`config.mk`:
```
export PLATFORM = sky130hd
export DESIGN_NAME = bimux_switch_flat
export DESIGN_NICKNAME = d
export VERILOG_FILES = /design/src/rtl/bimux_pkg.sv /design/src/rtl/bimux_switch_if.sv /design/src/rtl/bimux_route_fsm.sv /design/src/rtl/bimux_switch.sv /design/src/flat_wrapper.sv
export SDC_FILE = /design/constraint.sdc
export NUM_CORES = 1
export LEC_CHECK = 0
export CORE_AREA = 2 2 113 115
export CTS_CLUSTER_DIAMETER = 150
export DETAILED_ROUTE_END_ITERATION = 16
export DIE_AREA = 0 0 115 117
export PLACE_DENSITY = 0.75
export SETUP_SLACK_MARGIN = 0.05
export SLEW_MARGIN = 20
export SYNTH_ARGS = -nofsm -noshare
export SYNTH_HDL_FRONTEND = slang
export SYNTH_HIERARCHICAL = 1
export SYNTH_SLANG_ARGS = --single-unit
```
`constraint.sdc`:
```
create_clock -name clk -period 2.1 [get_ports clk]
set_clock_uncertainty 0.1 [all_clocks]
set_input_delay 0.21 -clock clk [delete_from_list [all_inputs] [get_ports clk]]
set_output_delay 0.21 -clock clk [all_outputs]
set_load 0.05 [all_outputs]
```
`src/rtl/bimux_pkg.sv`:
```
// Shared definitions for the bidirectional steering switch.
//   state_e            : route FSM states
//   DIR_NORMAL/REVERSE : transfer direction encodings
//   TURN_W             : width of the turnaround down-counter
package bimux_pkg;

    typedef enum logic [1:0] {
        IDLE   = 2'd0,
        TURN   = 2'd1,
        ACTIVE = 2'd2
    } state_e;

    localparam logic DIR_NORMAL  = 1'b0;   // channel -> common
    localparam logic DIR_REVERSE = 1'b1;   // common -> channel

    localparam int TURN_W = 4;

endpackage

```
`src/rtl/bimux_switch_if.sv`:
```
// Bus bundle between a requester and the steering switch.
//   slave  : switch side (request/data in, grant/enables/drive values out)
//   master : requester / pad side
interface bimux_switch_if #(
    parameter int N     = 8,
    parameter int W     = 8,
    parameter int SEL_W = $clog2(N),
    parameter int CNT_W = 16
);
    logic             req;
    logic             dir;
    logic [SEL_W-1:0] sel;
    logic             grant;
    logic             err;
    logic [W-1:0]     com_i;
    logic [W-1:0]     com_o;
    logic             com_oe;
    logic [N*W-1:0]   ch_i;
    logic [N*W-1:0]   ch_o;
    logic [N-1:0]     ch_oe;
    logic [CNT_W-1:0] beat_cnt;

    modport slave (
        input  req, dir, sel, com_i, ch_i,
        output grant, err, com_o, com_oe, ch_o, ch_oe, beat_cnt
    );

    modport master (
        output req, dir, sel, com_i, ch_i,
        input  grant, err, com_o, com_oe, ch_o, ch_oe, beat_cnt
    );
endinterface

```
`src/rtl/bimux_route_fsm.sv`:
```
// Route controller: request legality, dir/sel latching, turnaround gap and
// registered grant/err/enable generation.
//   req_i/dir_i/sel_i : route request inputs
//   grant_o, err_o    : route live / one-cycle illegal-select pulse
//   com_oe_o, ch_oe_o : registered output enables (mutually exclusive)
//   live_nx_o, dir_nx_o, sel_nx_o : next-cycle route, lets the data
//                       registers load in step with the enables
//
// state  | meaning
// IDLE   | no route, waiting for a legal request
// TURN   | route latched, all enables low for TURN_CYC cycles
// ACTIVE | route live, one side enabled, data flowing
module bimux_route_fsm
    import bimux_pkg::*;
#(
    parameter int N        = 8,
    parameter int SEL_W    = $clog2(N),
    parameter int TURN_CYC = 1
) (
    input  logic             clk,
    input  logic             rst_n,
    input  logic             req_i,
    input  logic             dir_i,
    input  logic [SEL_W-1:0] sel_i,
    output logic             grant_o,
    output logic             err_o,
    output logic             com_oe_o,
    output logic [N-1:0]     ch_oe_o,
    output logic             live_nx_o,
    output logic             dir_nx_o,
    output logic [SEL_W-1:0] sel_nx_o
);

    localparam logic [TURN_W-1:0] TURN_LOAD = TURN_W'(TURN_CYC - 1);

    state_e            state_q, state_d;
    logic              dir_q, dir_d;
    logic [SEL_W-1:0]  sel_q, sel_d;
    logic [TURN_W-1:0] turn_q, turn_d;
    logic              err_q, err_d;
    logic              grant_q, grant_d;
    logic              com_oe_q, com_oe_d;
    logic [N-1:0]      ch_oe_q, ch_oe_d;

    logic sel_ok;
    logic route_chg;

    assign sel_ok    = int'(sel_i) < N;
    assign route_chg = (dir_i != dir_q) || (sel_i != sel_q);

    always_ff @(posedge clk or negedge rst_n) begin
        if (!rst_n) begin
            state_q  <= IDLE;
            dir_q    <= 1'b0;
            sel_q    <= '0;
            turn_q   <= '0;
            err_q    <= 1'b0;
            grant_q  <= 1'b0;
            com_oe_q <= 1'b0;
            ch_oe_q  <= '0;
        end else begin
            state_q  <= state_d;
            dir_q    <= dir_d;
            sel_q    <= sel_d;
            turn_q   <= turn_d;
            err_q    <= err_d;
            grant_q  <= grant_d;
            com_oe_q <= com_oe_d;
            ch_oe_q  <= ch_oe_d;
        end
    end

    always_comb begin
        state_d = state_q;
        dir_d   = dir_q;
        sel_d   = sel_q;
        turn_d  = turn_q;
        err_d   = 1'b0;
        case (state_q)
            IDLE: begin
                if (req_i) begin
                    if (sel_ok) begin
                        state_d = TURN;
                        dir_d   = dir_i;
                        sel_d   = sel_i;
                        turn_d  = TURN_LOAD;
                    end else begin
                        err_d = 1'b1;
                    end
                end
            end
            TURN: begin
                if (!req_i) begin
                    state_d = IDLE;
                end else if (turn_q == '0) begin
                    state_d = ACTIVE;
                end else begin
                    turn_d = turn_q - 1'b1;
                end
            end
            ACTIVE: begin
                if (!req_i) begin
                    state_d = IDLE;
                end else if (route_chg) begin
                    // A changed route while live is a fresh request.
                    if (sel_ok) begin
                        state_d = TURN;
                        dir_d   = dir_i;
                        sel_d   = sel_i;
                        turn_d  = TURN_LOAD;
                    end else begin
                        state_d = IDLE;
                        err_d   = 1'b1;
                    end
                end
            end
            default: state_d = IDLE;
        endcase
    end

    // Enables are decoded from the next state so they register on the very
    // edge that enters ACTIVE and drop on the edge that leaves it.
    always_comb begin
        grant_d  = (state_d == ACTIVE);
        com_oe_d = grant_d && (dir_d == DIR_NORMAL);
        ch_oe_d  = '0;
        for (int k = 0; k < N; k++) begin
            ch_oe_d[k] = grant_d && (dir_d == DIR_REVERSE) && (sel_d == SEL_W'(k));
        end
    end

    assign grant_o   = grant_q;
    assign err_o     = err_q;
    assign com_oe_o  = com_oe_q;
    assign ch_oe_o   = ch_oe_q;
    assign live_nx_o = grant_d;
    assign dir_nx_o  = dir_d;
    assign sel_nx_o  = sel_d;

endmodule

```
`src/rtl/bimux_switch.sv`:
```
// Registered bidirectional steering switch between one common bus and N
// endpoint channels. Drives split value/enable outputs for external
// tristate buffers.
//   clk, rst_n : system clock, async active-low reset
//   bus        : slave modport carrying request, data and enable signals
module bimux_switch
    import bimux_pkg::*;
#(
    parameter int N        = 8,
    parameter int W        = 8,
    parameter int SEL_W    = $clog2(N),
    parameter int TURN_CYC = 1,
    parameter int CNT_W    = 16
) (
    input  logic           clk,
    input  logic           rst_n,
    bimux_switch_if.slave  bus
);

    logic             live_nx;
    logic             dir_nx;
    logic [SEL_W-1:0] sel_nx;
    logic             grant;
    logic             err;
    logic             com_oe;
    logic [N-1:0]     ch_oe;

    logic [W-1:0]     com_o_q, com_o_d;
    logic [N*W-1:0]   ch_o_q, ch_o_d;
    logic [CNT_W-1:0] beat_q, beat_d;

    bimux_route_fsm #(
        .N        (N),
        .SEL_W    (SEL_W),
        .TURN_CYC (TURN_CYC)
    ) u_fsm (
        .clk       (clk),
        .rst_n     (rst_n),
        .req_i     (bus.req),
        .dir_i     (bus.dir),
        .sel_i     (bus.sel),
        .grant_o   (grant),
        .err_o     (err),
        .com_oe_o  (com_oe),
        .ch_oe_o   (ch_oe),
        .live_nx_o (live_nx),
        .dir_nx_o  (dir_nx),
        .sel_nx_o  (sel_nx)
    );

    // Data loads alongside the enables, so a driven value is valid in the
    // same cycle its enable rises; idle drive values are held at zero.
    always_comb begin
        com_o_d = '0;
        ch_o_d  = '0;
        for (int k = 0; k < N; k++) begin
            if (live_nx && (sel_nx == SEL_W'(k))) begin
                if (dir_nx == DIR_NORMAL) begin
                    com_o_d = bus.ch_i[k*W +: W];
                end else begin
                    ch_o_d[k*W +: W] = bus.com_i;
                end
            end
        end
        beat_d = '0;
        if (live_nx) begin
            beat_d = (&beat_q) ? beat_q : beat_q + 1'b1;
        end
    end

    always_ff @(posedge clk or negedge rst_n) begin
        if (!rst_n) begin
            com_o_q <= '0;
            ch_o_q  <= '0;
            beat_q  <= '0;
        end else begin
            com_o_q <= com_o_d;
            ch_o_q  <= ch_o_d;
            beat_q  <= beat_d;
        end
    end

    assign bus.grant    = grant;
    assign bus.err      = err;
    assign bus.com_oe   = com_oe;
    assign bus.ch_oe    = ch_oe;
    assign bus.com_o    = com_o_q;
    assign bus.ch_o     = ch_o_q;
    assign bus.beat_cnt = beat_q;

endmodule

```
`src/flat_wrapper.sv`:
```
// flat-port wrapper written by rule: the top's interface ports become plain ports
module bimux_switch_flat import bimux_pkg::*;
#(
    parameter int N        = 8,
    parameter int W        = 8,
    parameter int SEL_W    = $clog2(N),
    parameter int TURN_CYC = 1,
    parameter int CNT_W    = 16
)
  (clk, rst_n, bus_req, bus_dir, bus_sel, bus_com_i, bus_ch_i, bus_grant, bus_err, bus_com_o, bus_com_oe, bus_ch_o, bus_ch_oe, bus_beat_cnt);
  bimux_switch_if #(.N(N), .W(W), .SEL_W(SEL_W), .CNT_W(CNT_W)) bus_i ();
  input  logic clk;
  input  logic rst_n;
  input wire logic [$bits(bus_i.req)-1:0] bus_req;
  input wire logic [$bits(bus_i.dir)-1:0] bus_dir;
  input wire logic [$bits(bus_i.sel)-1:0] bus_sel;
  input wire logic [$bits(bus_i.com_i)-1:0] bus_com_i;
  input wire logic [$bits(bus_i.ch_i)-1:0] bus_ch_i;
  output wire logic [$bits(bus_i.grant)-1:0] bus_grant;
  output wire logic [$bits(bus_i.err)-1:0] bus_err;
  output wire logic [$bits(bus_i.com_o)-1:0] bus_com_o;
  output wire logic [$bits(bus_i.com_oe)-1:0] bus_com_oe;
  output wire logic [$bits(bus_i.ch_o)-1:0] bus_ch_o;
  output wire logic [$bits(bus_i.ch_oe)-1:0] bus_ch_oe;
  output wire logic [$bits(bus_i.beat_cnt)-1:0] bus_beat_cnt;
  assign bus_i.req = bus_req;
  assign bus_i.dir = bus_dir;
  assign bus_i.sel = bus_sel;
  assign bus_i.com_i = bus_com_i;
  assign bus_i.ch_i = bus_ch_i;
  assign bus_grant = bus_i.grant;
  assign bus_err = bus_i.err;
  assign bus_com_o = bus_i.com_o;
  assign bus_com_oe = bus_i.com_oe;
  assign bus_ch_o = bus_i.ch_o;
  assign bus_ch_oe = bus_i.ch_oe;
  assign bus_beat_cnt = bus_i.beat_cnt;
  bimux_switch #(.N(N), .W(W), .SEL_W(SEL_W), .TURN_CYC(TURN_CYC), .CNT_W(CNT_W)) u_core (.clk(clk), .rst_n(rst_n), .bus(bus_i));
endmodule
```
== Yosys cells after proc, flatten, opt, wreduce, memory -nomap -nowiden ==
Index checks and enable logic that the tools add are counted.

* Flip-flop bits (word level): 108
* Bits of input ports: 79
* Word-level logic and storage cells: 103

* Add/subtract/negate cells: 2
* Equality and inequality tests: 18
* Mux-type cells: 47
* Bitwise gates (word level): 1
* Reduce and logical (&&, ||, !) cells: 25

{| class="wikitable"
|+ Operators by type and width
! kind !! number
|-
| $mux 8 || 25
|-
| $mux 16 || 2
|-
| $mux 4 || 5
|-
| $logic_and 1x1->1 || 18
|-
| $add 16x1->16 const B || 1
|-
| $reduce_and 16->1 || 1
|-
| $eq 3x3->1 const B || 4
|-
| $ne 2x2->1 const B || 6
|-
| $pmux 4 s3 || 1
|-
| $mux 2 || 5
|-
| $mux 3 || 3
|-
| $eq 3x2->1 const B || 2
|-
| $pmux 2 s3 || 1
|-
| $pmux 3 s2 || 1
|-
| $reduce_and 6->1 || 1
|-
| $eq 2x2->1 const B || 2
|-
| $logic_not 4->1 || 1
|-
| $sub 4x1->4 const B || 1
|-
| $eq 3x1->1 const B || 1
|-
| $logic_not 3->1 || 1
|-
| $mux 1 || 3
|-
| $ne 3x3->1 || 1
|-
| $reduce_bool 3->1 || 1
|-
| $eq 2x1->1 const B || 1
|-
| other kinds (5) || 5
|}

== Longest topological paths before layout ==
Gate-level depths: netlist of the first run.

* Word-level depth: 22
* Mapped depth: 11
* Depth with buffers taken out: 9

== Cells and area by module ==
The synthesis of the first run kept the hierarchy.

{| class="wikitable"
|+ Modules (own cells, without submodules)
! module !! instances !! cells an instance !! area each (sq um) !! sequential area each (sq um)
|-
| bimux_switch || 1 || 362 || 3827.4 || 2202.1
|-
| bimux_route_fsm || 1 || 95 || 959.7 || 500.5
|}

== Worst setup path after synthesis of the first run ==
OpenSTA, ideal clock, no wires.

* Path kind: reg2reg
* From: register u_core.u_fsm.turn_q[0]
* To: register u_core.com_o_q[5] (netlist: u_core/bus.com_o[5])
* Setup time: 0.126 ns
* Arrival: 2.020 ns
* Data required time: 1.874 ns
* Setup slack: -0.146 ns
* Stages on the path, launching flop included: 12
* Period minus slack after synthesis: 2.246 ns
* Path through: dfrtp_1 > inv_1 > ha_1 > nor3b_2 > nand2_1 > nand2_1 > buf_4 > nand2_1 > nor2_2 > buf_2 > o21ai_0 > a221o_1

* Longest elaborated chain between the ends: 21
* Elaborated cells between the ends (all ways): 28
* Classes of those cells: 1 x eq/ne; 18 x mux; 9 x reduce/logical

{| class="wikitable"
|+ RTL lines
! element !! line !! text
|-
| start: declaration || bimux_route_fsm.sv:39 || <nowiki>logic [TURN_W-1:0] turn_q, turn_d;</nowiki>
|-
| start signal: assignment || bimux_route_fsm.sv:65 || <nowiki>turn_q <= turn_d;</nowiki>
|-
| $logic_not 4->1 (*) || bimux_route_fsm.sv:95 || <nowiki>end else if (turn_q == '0) begin</nowiki>
|-
| $mux 2 (*) || bimux_route_fsm.sv:95 ||
|-
| $mux 2 (*) || bimux_route_fsm.sv:93 || <nowiki>if (!req_i) begin</nowiki>
|-
| $pmux 2 s3 (*) || bimux_route_fsm.sv:79 || <nowiki>case (state_q)</nowiki>
|-
| $eq 2x2->1 (*) || bimux_route_fsm.sv:124 || <nowiki>grant_d = (state_d == ACTIVE);</nowiki>
|-
| named net u_core.live_nx || bimux_switch.sv:20 || <nowiki>logic live_nx;</nowiki>
|-
| $logic_and 1x1->1 || bimux_switch.sv:57 || <nowiki>if (live_nx && (sel_nx == SEL_W'(k))) begin</nowiki>
|-
| $mux 8 || bimux_switch.sv:57 ||
|-
| [7 not listed] || n/a ||
|-
| $mux 8 || bimux_switch.sv:57 ||
|-
| $mux 8 || bimux_switch.sv:58 || <nowiki>if (dir_nx == DIR_NORMAL) begin</nowiki>
|-
| $mux 8 || bimux_switch.sv:57 ||
|-
| $mux 8 || bimux_switch.sv:58 ||
|-
| $mux 8 || bimux_switch.sv:57 ||
|-
| $mux 8 || bimux_switch.sv:58 ||
|-
| $mux 8 (*) || bimux_switch.sv:57 ||
|-
| named net u_core.com_o_d[5] || bimux_switch.sv:28 || <nowiki>logic [W-1:0] com_o_q, com_o_d;</nowiki>
|-
| end signal: assignment || bimux_switch.sv:77 || <nowiki>com_o_q <= com_o_d;</nowiki>
|-
| end: declaration || bimux_switch.sv:28 ||
|}

The timed path passes the listed nets; every way through them passes the cells marked *.
A chain may end at the register's enable or synchronous reset.

== Final worst setup path of the first run ==
* From: register u_core.u_fsm.state_q[0]
* To: register u_core.com_o_q[5] (netlist: u_core/bus.com_o[5])

* Elaborated cells between the ends (all ways): 44
* Classes of those cells: 10 x eq/ne; 24 x mux; 10 x reduce/logical

{| class="wikitable"
|+ RTL lines
! element !! line !! text
|-
| start: declaration || bimux_route_fsm.sv:36 || <nowiki>state_e state_q, state_d;</nowiki>
|-
| start signal: assignment || bimux_route_fsm.sv:62 || <nowiki>state_q <= state_d;</nowiki>
|-
| $eq 2x2->1 / $logic_not 2->1 (equally long branches) || bimux_route_fsm.sv:79 ||
|-
| $pmux 3 s2 (*) || bimux_route_fsm.sv:79 ||
|-
| named net u_core.sel_nx[0] || bimux_switch.sv:22 || <nowiki>logic [SEL_W-1:0] sel_nx;</nowiki>
|-
| $logic_not 3->1 || bimux_switch.sv:57 ||
|-
| $logic_and 1x1->1 || bimux_switch.sv:57 ||
|-
| $mux 8 || bimux_switch.sv:57 ||
|-
| $mux 8 || bimux_switch.sv:58 ||
|-
| $mux 8 || bimux_switch.sv:57 ||
|-
| [5 not listed] || n/a ||
|-
| $mux 8 || bimux_switch.sv:57 ||
|-
| $mux 8 || bimux_switch.sv:58 ||
|-
| $mux 8 || bimux_switch.sv:57 ||
|-
| $mux 8 || bimux_switch.sv:58 ||
|-
| $mux 8 || bimux_switch.sv:57 ||
|-
| $mux 8 || bimux_switch.sv:58 ||
|-
| $mux 8 (*) || bimux_switch.sv:57 ||
|-
| named net u_core.com_o_d[5] || bimux_switch.sv:28 ||
|}

Marks and branches as above.

==> flow_metrics.env, run 1 <==
export IMPL_yosysTopAreaCell="dfrtp_1"
export IMPL_wire_per_inst_um=17.64
export IMPL_fmax_mhz=477.4
export IMPL_worst_hold_slack_ns=0.2367
export IMPL_diodes=0
export IMPL_synth_cells=457
export IMPL_async_reset_ff_share_pct=100.0
export IMPL_place_congestion=0.8860
export IMPL_crit_path_end_kind="flip-flop"
export IMPL_dpl_cell_count=806
export IMPL_cts_buffers_inserted=9
export IMPL_maxCapViolations=0
export IMPL_cts_num_sinks=108
export IMPL_syn_to_final_growth_pct=60.32
export IMPL_ys_seq_elements=108
export IMPL_syn_area_per_cell_um2=10.48
export IMPL_rsz0062_at_grt="true"
export IMPL_drv_slew=0
export IMPL_ir_worst_vdd_uv=358.3
export IMPL_cts_buffer_depth=2
export IMPL_final_core_util_pct=62.34
export IMPL_die_area_um2=13460
export IMPL_drt_iter0_markers=307
export IMPL_fill_cells=952
export IMPL_synth_warnings=6
export IMPL_synth_cell_type_count=63
export IMPL_hold_viol=0
export IMPL_via_per_inst=5.301
export IMPL_hold_class="primary input to flip-flop"
export IMPL_critPathLaunchType="flip-flop"
export IMPL_dr_pass1_iters=4
export IMPL_cp_max_fo=7
export IMPL_core_um2=12310
export IMPL_synth_main_ff_cell="dfrtp_1"
export IMPL_synth_edf_count=0
export IMPL_period_share_pct=99.74
export IMPL_p_per_area_nw_per_um2=644.3
export IMPL_dp_hpwl_um=10510
export IMPL_placementRows=41
export IMPL_status="complete, no violations"
export IMPL_tightest_slew_ns=0.5468
export IMPL_path_class="flip-flop to flip-flop"
export IMPL_die_w_um=115
export IMPL_io_buffers=176
export IMPL_cts_tree="built"
export IMPL_drcViolationCount=0
export IMPL_fin_crit_ns=2.095
export IMPL_synth_area_leaders="dfrtp_1 56%, nor2_1 6.8%, nand2_1 3.9%"
export IMPL_synth_nets=538
export IMPL_routed_wl_um=14730
export IMPL_cts_root_buf="clkbuf_16"
export IMPL_nets=761
export IMPL_initial_utilization_pct=38.88
export IMPL_setup_violations=0
export IMPL_vias=4426
export IMPL_drive_gt1_share_pct=21.46
export IMPL_insertion_delay_ns=0.35
export IMPL_clkTransAtPathRegs_ns=0.08
export IMPL_syn_area_um2=4787
export IMPL_grt_max_degree=56
export IMPL_antenna_found_initial=0
export IMPL_synth_top_area_share_pct=56.46
export IMPL_track_usage_pct=21.29
export IMPL_arrival_ns=2.22
export IMPL_final_area_um2=7675
export IMPL_yosysSeqAreaShare_pct=56.46
export IMPL_cts_htree_levels=3
export IMPL_postRouteAntennaNets=0
export IMPL_cp_data_required_time_ns=2.23
export IMPL_slew_limit_headroom_pct=63.55
export IMPL_place_area_um2=6995
export IMPL_p_leak_nw=3.347
export IMPL_die_h_um=117
export IMPL_instances_no_fill=835
export IMPL_pin_count=178
export IMPL_grt_pass1_wl_um=22010
export IMPL_first_global_vias=4276
export IMPL_overflow=0
## worst paths after layout
check | startpoint | endpoint | slack (ns) | depth (start not counted)
setup / recovery | u_core/u_fsm/state_q[0]$_DFF_PN0_ | u_core/bus.com_o[5]$_DFF_PN0_ | 0.005 | 8
hold / removal | bus_req | u_core/u_fsm/turn_q[0]$_DFFE_PN0P_ | 0.24 | 3
setup reg to reg | u_core/u_fsm/state_q[0]$_DFF_PN0_ | u_core/bus.com_o[5]$_DFF_PN0_ | 0.005 | 8
hold reg to reg | u_core/bus.beat_cnt[11]$_DFFE_PN0P_ | u_core/bus.beat_cnt[11]$_DFFE_PN0P_ | 0.46 | 1
max in group asynchronous | rst_n | u_core/bus.com_o[0]$_DFF_PN0_ | 0.96 | 3
min in group asynchronous | rst_n | u_core/bus.ch_o[0]$_DFF_PN0_ | 0.27 | 2
## final cells by class
type / instances / area [um^2] / area share, %
Clock inverter: 7 / 88.84 / 1.157
Timing Repair Buffer: 237 / 2312 / 30.13
Clock buffer: 9 / 225.2 / 2.934
Inverter: 4 / 17.52 / 0.2282
Tap cell: 150 / 187.7 / 2.445
Multi-Input combinational cell: 320 / 2140 / 27.88
Sequential cell: 108 / 2704 / 35.23
## critical path: stages (launching register included)
cell and delay (ns):
dfrtp_1 0.41, nand2b_4 0.18, mux2i_4 0.27, inv_4 0.09, buf_12 0.15, mux2_4 0.32, a22oi_2 0.13, nor2_2 0.06
a221o_1 0.26
## cells in the final DEF (no fill, tap or decap), types with 3 or more instances in the layout
cell type	n
a221o_1	8
nand3_1	5
xor2_2	3
buf_4	51
a22oi_2	8
and3_1	4
buf_6	5
nor2_4	5
nor2_1	79
a21oi_1	30
nand4_1	9
a31oi_1	5
clkdlybuf4s50_1	172
clkbuf_16	9
o21ai_0	18
mux2_4	8
dfrtp_1	107
nor2_2	5
mux2i_1	17
nand2_1	38
nand2b_1	4
nor3_1	3
nand2_2	11
buf_12	4
## kinds of logic after synthesis
group	after synthesis	synth area share (%)
xor+xnor	6	1.098
other cells	1	0.07834
mux	26	6.037
buf+inv	29	3.580
fa+ha+maj	2	0.5227
compound gates	87	11.87
simple gates	198	20.36
flops	108	56.46
## registers in the layout, indices dropped and copies added (netlist names)
signal,flops
u_core/bus.beat_cnt,16
u_core/bus.ch_o,64
u_core/bus.com_o,8
u_core/u_fsm/ch_oe_o,8
u_core/u_fsm/com_oe_o,1
u_core/u_fsm/dir_q,1
u_core/u_fsm/grant_o,1
u_core/u_fsm/sel_q,3
u_core/u_fsm/state_q,2
u_core/u_fsm/turn_q,4
## synthesized netlist by cell type (all sizes together), types with 7 or more instances
master    n
nand2    51
a21oi    30
dfrtp   108
nand3     8
o21ai    19
a22oi     9
nor3      7
buf      19
nand4     9
a221o     8
mux2i    18
mux2      8
nor2     89
## power by group
| group | switching [W] | internal (W) |
|---|---|---|
| clock | 0.000878 | 0.000866 |
| combinational | 0.000556 | 0.000502 |
| sequential | 0.0000277 | 0.00212 |
## timing repair
action                                  in CTS  in global routing
gates resized for setup                     24                 43
gates cloned                                 1                  0
hold buffers                                 1                  0
endpoints found under the hold margin       38                  0
endpoints found under the setup margin      57                 72
buffers inserted                             5                  6
pin swaps                                    7                 16
## stage by stage
stage	total power (W)	setup WS, ns	setup TNS [ns]
after floorplan	0.002662	-0.06210	-0.7664
after global placement	0.003079	-0.4572	-23.25
after detailed placement	0.003092	-0.5246	-26.70
after CTS	0.004893	0.01161	0
after global routing	0.005139	-0.04849	-0.3479
final	0.004945	0.005403	0
## routing by layer
layer	up-vias	GRT usage (%)	wire length, um
li1	2035	-	-
met1	2183	25.84	5886
met2	179	36.39	7530
met3	29	4.789	963
met4	0	9.799	348
met5	-	0	0
No activity file was read; power rests on OpenSTA's default activity.
==> inputs of run 2 (changes only) <==
--- a/config.mk
+++ b/config.mk
@@ -5,14 +5,14 @@
 export SDC_FILE = /design/constraint.sdc
 export NUM_CORES = 1
 export LEC_CHECK = 0
-export CORE_AREA = 2 2 113 115
+export ABC_CLOCK_PERIOD_IN_PS = 2400
+export CORE_AREA = 2 2 108 110
 export CTS_CLUSTER_DIAMETER = 150
 export DETAILED_ROUTE_END_ITERATION = 16
-export DIE_AREA = 0 0 115 117
-export PLACE_DENSITY = 0.75
+export DIE_AREA = 0 0 110 112
+export PLACE_DENSITY = 0.79
 export SETUP_SLACK_MARGIN = 0.05
 export SLEW_MARGIN = 20
 export SYNTH_ARGS = -nofsm -noshare
 export SYNTH_HDL_FRONTEND = slang
-export SYNTH_HIERARCHICAL = 1
 export SYNTH_SLANG_ARGS = --single-unit
==> constraint.sdc (replaced) <==
create_clock -name clk -period 2.4 [get_ports clk]
set_clock_uncertainty 0.1 [all_clocks]
set_input_delay 0.24 -clock clk [delete_from_list [all_inputs] [get_ports clk]]
set_output_delay 0.24 -clock clk [all_outputs]
set_load 0.05 [all_outputs]
==> run 2 against run 1 <==
  * Cell area is 4.6% lower
  * Synthesized cell count decreased by 4.4%
  * Combinational power fell by 24%
  * Clock-buffer cell count unchanged
  * Critical path depth down 1
  * Global-route usage rose by 0.98 points
  * Utilization is 3.2 points higher
  * Non-clock buffer count decreased by 25
  * Total power shrank 15%
  * Wire length fell by 9.3%
  * Critical path type unchanged
==> flow_metrics.env, run 2 <==
export IMPL_synth_cells=437
export IMPL_drt_iter0_markers=219
export IMPL_postRouteAntennaNets=0
export IMPL_fmax_mhz=467.1
export IMPL_initial_utilization_pct=43.63
export IMPL_p_leak_nw=3.262
export IMPL_cp_startpoint="u_core.u_fsm.state_q[0]$_DFF_PN0_"
export IMPL_cts_buffer_depth=2
export IMPL_hold_viol=0
export IMPL_via_per_inst=5.111
export IMPL_finalWorstSetupSlack_ns=0.2590
export IMPL_multi_input_area_um2=2009
export IMPL_period_share_pct=89.21
export IMPL_synth_main_ff_cell="dfrtp_1"
export IMPL_first_global_vias=4022
export IMPL_synth_nets=519
export IMPL_syn_area_per_cell_um2=11.16
export IMPL_cts_num_sinks=108
export IMPL_hold_class="primary input to asynchronous set/reset pin"
export IMPL_cp_slowest_stage_delay_ns=0.49
export IMPL_slew_limit_headroom_pct=59.25
export IMPL_pre_cts_slack_ns=-0.2210
export IMPL_antenna_found_initial=0
export IMPL_largest_register_ff_count=64
export IMPL_ys_seq_elements=108
export IMPL_dp_hpwl_um=9996
export IMPL_crit_path_end_kind="flip-flop"
export IMPL_rsz0062_at_grt="false"
export IMPL_dr_pass1_iters=4
export IMPL_fill_cells=866
export IMPL_track_usage_pct=22.27
export IMPL_crit_slowest_cell="dfrtp_2"
export IMPL_grt_max_degree=41
export IMPL_synth_warnings=0
export IMPL_drive_gt1_share_pct=11.51
export IMPL_clkTransAtPathRegs_ns=0.08
export IMPL_globalRouteMet2Util_pct=37.42
export IMPL_cts_htree_levels=3
export IMPL_final_common_cell="clkdlybuf4s50_1"
export IMPL_wire_per_inst_um=16.99
export IMPL_cts_buffers_inserted=9
export IMPL_register_area_um2=2704
export IMPL_pin_count=178
export IMPL_diodes=0
export IMPL_async_reset_ff_share_pct=100.0
export IMPL_grt_pass1_wl_um=21040
export IMPL_syn_to_final_growth_pct=50.09
export IMPL_yosysSeqAreaShare_pct=55.43
export IMPL_setup_violations=0
export IMPL_cts_root_buf="clkbuf_16"
export IMPL_cp_data_required_time_ns=2.54
export IMPL_cts_tree="built"
export IMPL_synth_common_cells="108 x dfrtp_1, 46 x and2_1, 33 x a21oi_1, 31 x nand2_1, 27 x and3_1"
export IMPL_synth_top_area_share_pct=55.43
export IMPL_critPathLaunchType="flip-flop"
export IMPL_grt_busiest_layer="met2"
export IMPL_place_area_um2=6918
export IMPL_die_area_um2=12320
export IMPL_cpMostUsedCell="a21oi_1"
export IMPL_layout_common_cells="175 x clkdlybuf4s50_1, 107 x dfrtp_1, 46 x and2_1"
export IMPL_overflow=0
export IMPL_dpl_cell_count=761
export IMPL_cp_num_buf_inv=2
export IMPL_crit_family="flip-flops"
export IMPL_cp_max_fo=13
export IMPL_synth_area_leaders="dfrtp_1 55%, and2_1 5.9%, and3_1 3.5%"
export IMPL_yosysTopAreaCell="dfrtp_1"
export IMPL_synth_edf_count=0
export IMPL_drv_slew=0
export IMPL_final_area_um2=7318
export IMPL_globalRouteMet3Util_pct=4.040
export IMPL_p_per_area_nw_per_um2=572.2
export IMPL_nets=720
export IMPL_ir_worst_vdd_uv=432.2
export IMPL_instances_no_fill=786
export IMPL_tightest_slew_ns=0.6112
export IMPL_core_um2=11170
export IMPL_synth_cell_type_count=54
export IMPL_die_h_um=112
export IMPL_status="complete, no violations"
export IMPL_routed_wl_um=13350
export IMPL_met1_usage_pct=29.65
export IMPL_path_cells="nand2b_4, mux2i_1, inv_1, buf_4, a21oi_1, a21oi_1, o21a_1"
export IMPL_arrival_ns=2.28
export IMPL_insertion_delay_ns=0.34
export IMPL_maxCapViolations=0
export IMPL_worstReg2RegStart="u_core.u_fsm.state_q[0]$_DFF_PN0_"
export IMPL_io_buffers=176
export IMPL_place_congestion=0.8662
export IMPL_die_w_um=110
export IMPL_yosysMostFrequentCell="dfrtp_1"
export IMPL_drcViolationCount=0
export IMPL_placementRows=39
export IMPL_fin_crit_ns=2.141
export IMPL_syn_area_um2=4876
export IMPL_vias=4017
export IMPL_path_class="flip-flop to flip-flop"
==> run 2: cell count changes after synthesis, moves of 7 or more <==
| cell | change |
|---|---|
| a221oi_1 | +8 |
| o21ai_0 | -7 |
| nand2_1 | -19 |
| mux2i_1 | -11 |
| inv_1 | +7 |
| nor2_1 | -64 |
| and3_1 | +23 |
| xnor2_1 | +7 |
| and2_1 | +45 |
| a221o_1 | -8 |
| nand2b_1 | +9 |
| o2bb2ai_1 | +7 |
==> run 2: path summary, 6_finish.rpt <==
path	endpoint	depth (start not counted)	slack (ns)
worst min register to register	u_core.u_fsm.turn_q[0]$_DFFE_PN0P_	1	0.41
max in group asynchronous	u_core.bus.ch_o[19]$_DFF_PN0_	3	1.24
worst min-delay path	u_core.bus.ch_o[45]$_DFF_PN0_	2	0.29
min in group clk	u_core.u_fsm.turn_q[0]$_DFFE_PN0P_	1	0.41
worst max register to register	u_core.bus.com_o[1]$_DFF_PN0_	7	0.26
worst max-delay path	u_core.bus.com_o[1]$_DFF_PN0_	7	0.26
==> run 2: through the flow <==
| step | total power [W] | utilization (%) | TNS, ns | hold slack (ns) |
|---|---|---|---|---|
| 6_report | 0.004188 | 65.49 | 0 | 0.2939 |
| 5_1_grt | 0.004366 | 65.49 | 0 | 0.3354 |
| 4_1_cts | 0.004183 | 64.91 | 0 | 0.3122 |
| 3_5_place_dp | 0.002702 | 61.91 | -6.268 | 0.1327 |
| 3_3_place_gp | 0.002683 | 61.91 | -2.593 | 0.1318 |
| 2_1_floorplan | 0.002333 | - | 0 | -0.1556 |
==> run 2: cell type report <==
cell class | count | area share (%)
Clock inverter | 7 | 1.231
Timing Repair Buffer | 212 | 28.28
Inverter | 11 | 0.5642
Tap cell | 143 | 2.445
Multi-Input combinational cell | 296 | 27.46
Clock buffer | 9 | 3.077
Sequential cell | 108 | 36.95
==> run 2: logic make-up (layout without fill, tap and decap cells) <==
logic type	count (synthesis)	in the layout	share of synthesized area (%)
AND/OR/NAND/NOR	187	188	23.84
flip-flops	108	108	55.43
AO/OA/AOI/OAI	82	82	11.62
buffers and inverters	34	239	3.798
XOR/XNOR	13	13	2.335
multiplexers	9	9	2.130
adder cells (fa/ha/maj)	3	3	0.7699
other	1	1	0.07691
==> run 2: routing by layer <==
layer | wire length (um) | up-vias
li1 | - | 1921
met1 | 5739 | 1950
met2 | 6649 | 130
met3 | 758 | 16
met4 | 205 | 0
met5 | 0 | -
==> run 2: worst register-to-register path: stages (launching register included) <==
cell and delay (ns):
dfrtp_2 0.49, nand2b_4 0.27, mux2i_1 0.34, inv_1 0.21
buf_4 0.20, a21oi_1 0.11, a21oi_1 0.11, o21a_1 0.21
==> run 2: timing repair <==
action,in CTS,in global routing
hold buffers,1,0
endpoints found under the setup margin,27,84
gates cloned,1,0
hold endpoints to repair,37,0
gates resized for setup,0,3
pin swaps,1,4
buffers inserted,0,7
==> run 2: power breakdown <==
group | leakage, nW | internal, W | switching [W] | total (W)
Sequential | 1.49 | 0.00185 | 0.0000272 | 0.00188
Combinational | 1.62 | 0.000355 | 0.000451 | 0.000806
Clock | 0.148 | 0.000748 | 0.000755 | 0.00150
==> inputs of run 3 (changes only) <==
--- a/config.mk
+++ b/config.mk
@@ -16,3 +16,4 @@
 export SYNTH_ARGS = -nofsm -noshare
 export SYNTH_HDL_FRONTEND = slang
 export SYNTH_SLANG_ARGS = --single-unit
+export TNS_END_PERCENT = 1
==> run 3 against run 2 <==
  * Critical path depth up 1
  * Register-to-register slack worse by 0.06 ns
  * Sequential share of layout area grew 0.11 points
  * Clock-buffer cell count did not move
  * Die area did not move
  * Global-route usage unchanged
  * Non-clock buffer count fell by 3
  * Wire length up 0.16%
  * Worst hold slack worse by 0.0014 ns
  * Sequential cell count unchanged
  * Via count decreased by 0.35%
  * Critical endpoint is now u_core.bus.ch_o[37]$_DFF_PN0_
  * Largest cell class unchanged
==> flow_metrics.env, run 3 (synthesized netlist as in run 2, its figures left out) <==
export IMPL_syn_to_final_growth_pct=49.63
export IMPL_initial_utilization_pct=43.63
export IMPL_period_share_pct=91.77
export IMPL_io_buffers=176
export IMPL_die_area_um2=12320
export IMPL_path_class="primary input to flip-flop"
export IMPL_status="complete, no violations"
export IMPL_vias=4003
export IMPL_via_per_inst=5.112
export IMPL_p_per_area_nw_per_um2=573.5
export IMPL_cts_buffers_inserted=9
export IMPL_drv_slew=0
export IMPL_final_core_util_pct=65.29
export IMPL_routed_wl_um=13380
export IMPL_instances_no_fill=783
export IMPL_tightest_slew_ns=0.6067
export IMPL_setup_violations=0
export IMPL_die_h_um=112
export IMPL_diodes=0
export IMPL_fin_crit_ns=2.202
export IMPL_hold_class="primary input to asynchronous set/reset pin"
export IMPL_rrSetupSlack_ns=0.20
export IMPL_wire_per_inst_um=17.08
export IMPL_slew_limit_headroom_pct=59.55
export IMPL_dr_pass1_iters=4
export IMPL_postRouteAntennaNets=0
export IMPL_core_um2=11170
export IMPL_placementRows=39
export IMPL_rsz0062_at_grt="false"
export IMPL_fmax_mhz=454.0
export IMPL_drive_gt1_share_pct=11.09
export IMPL_final_common_cell="clkdlybuf4s50_1"
export IMPL_crit_path_end_kind="flip-flop"
export IMPL_maxCapViolations=0
export IMPL_first_global_vias=4022
export IMPL_antenna_found_initial=0
export IMPL_rr_worst_depth=6
export IMPL_hold_viol=0
export IMPL_worstReg2RegStart="u_core.u_fsm.state_q[0]$_DFF_PN0_"
export IMPL_multi_input_area_um2=2009
export IMPL_fill_cells=864
export IMPL_cts_buffer_depth=2
export IMPL_dp_hpwl_um=9996
export IMPL_insertion_delay_ns=0.34
export IMPL_ir_worst_vdd_uv=432.5
export IMPL_p_leak_nw=3.246
export IMPL_grt_max_degree=41
export IMPL_drt_iter0_markers=216
export IMPL_clkTransAtPathRegs_ns=0.09
export IMPL_grt_busiest_layer="met2"
export IMPL_globalRouteMet2Util_pct=37.42
export IMPL_drcViolationCount=0
export IMPL_layout_common_cells="175 x clkdlybuf4s50_1, 107 x dfrtp_1, 46 x and2_1"
export IMPL_place_congestion=0.8662
export IMPL_critPathLaunchType="primary input"
export IMPL_r2r_end="u_core.bus.ch_o[37]$_DFF_PN0_"
export IMPL_cp_max_fo=13
export IMPL_path_cells="clkdlybuf4s50_1, buf_4, nand2b_4, mux2i_1, inv_1, nand2_4, nor4_4, and2_1"
export IMPL_power_w=0.004184
export IMPL_cts_root_buf="clkbuf_16"
export IMPL_nets=717
export IMPL_grt_pass1_wl_um=21040
export IMPL_dpl_cell_count=761
export IMPL_register_area_um2=2704
export IMPL_largest_register_ff_count=64
export IMPL_cp_data_required_time_ns=2.58
export IMPL_crit_slowest_cell="nor4_4"
export IMPL_globalRouteMet3Util_pct=4.040
export IMPL_cts_num_sinks=108
export IMPL_arrival_ns=2.39
export IMPL_met1_usage_pct=29.65
export IMPL_die_w_um=110
export IMPL_track_usage_pct=22.27
export IMPL_cts_htree_levels=3
export IMPL_cts_tree="built"
export IMPL_pin_count=178
export IMPL_overflow=0
export IMPL_cp_slowest_stage_delay_ns=0.58
run 3: changes by cell type in the layout (fill, tap and decap cells not counted), sizes merged:
cell	previous run	this run
buf	36	33
run 3: worst max-delay path by stage:
stage	startpoint	end	cells after the start
2_1_floorplan	u_core.bus.beat_cnt[0]$_DFFE_PN0P_	u_core.bus.beat_cnt[14]$_DFFE_PN0P_	6
3_3_place_gp	bus_req	u_core.bus.ch_o[37]$_DFF_PN0_	7
3_5_place_dp	bus_req	u_core.bus.ch_o[38]$_DFF_PN0_	7
4_1_cts	u_core.u_fsm.turn_q[0]$_DFFE_PN0P_	u_core.bus.ch_o[38]$_DFF_PN0_	6
5_1_grt	bus_req	u_core.bus.ch_o[32]$_DFF_PN0_	8
6_report	bus_req	u_core.bus.ch_o[37]$_DFF_PN0_	8
run 3: worst max-delay path: cells and delay by family:
family	cells	cell delay, ns
AND/OR/NAND/NOR	4	1.00
buffers and inverters	3	0.94
multiplexers	1	0.19
run 3: final cells by class:
| cell class | count | share of cell area, % |
|---|---|---|
| Tap cell | 143 | 2.452 |
| Inverter | 11 | 0.5659 |
| Multi-Input combinational cell | 296 | 27.54 |
| Clock inverter | 7 | 1.235 |
| Clock buffer | 9 | 3.087 |
| Sequential cell | 108 | 37.06 |
| Timing Repair Buffer | 209 | 28.06 |
run 3: report_power, final:
| group | internal (W) | switching [W] |
|---|---|---|
| Sequential | 0.00185 | 0.0000273 |
| Clock | 0.000748 | 0.000754 |
| Combinational | 0.000354 | 0.000449 |
run 3: metrics by stage:
stage / worst slack (ns) / cell area [um^2] / TNS (ns) / hold WS (ns)
after global routing: 0.05457 / 7296 / 0 / 0.3354
after global placement: -0.1247 / 6918 / -2.593 / 0.1318
after detailed placement: -0.2210 / 6918 / -6.268 / 0.1327
after CTS: 0.02822 / 7253 / 0 / 0.3122
after floorplan: 0.3227 / 4876 / 0 / -0.1556
final: 0.1975 / 7296 / 0 / 0.2926
run 3: repair_timing:
action	CTS	global route
buffers inserted	0	4
hold buffers	1	0
gates cloned	1	0
endpoints found under the setup margin	27	84
pin swaps	1	4
gates resized for setup	0	3
endpoints found under the hold margin	37	0
run 3: per-layer routing:
metal | up-vias | part of all wire (%)
met5 | - | 0
met4 | 0 | 1.5
met3 | 14 | 5.6
met2 | 129 | 50
met1 | 1944 | 43
li1 | 1916 | -
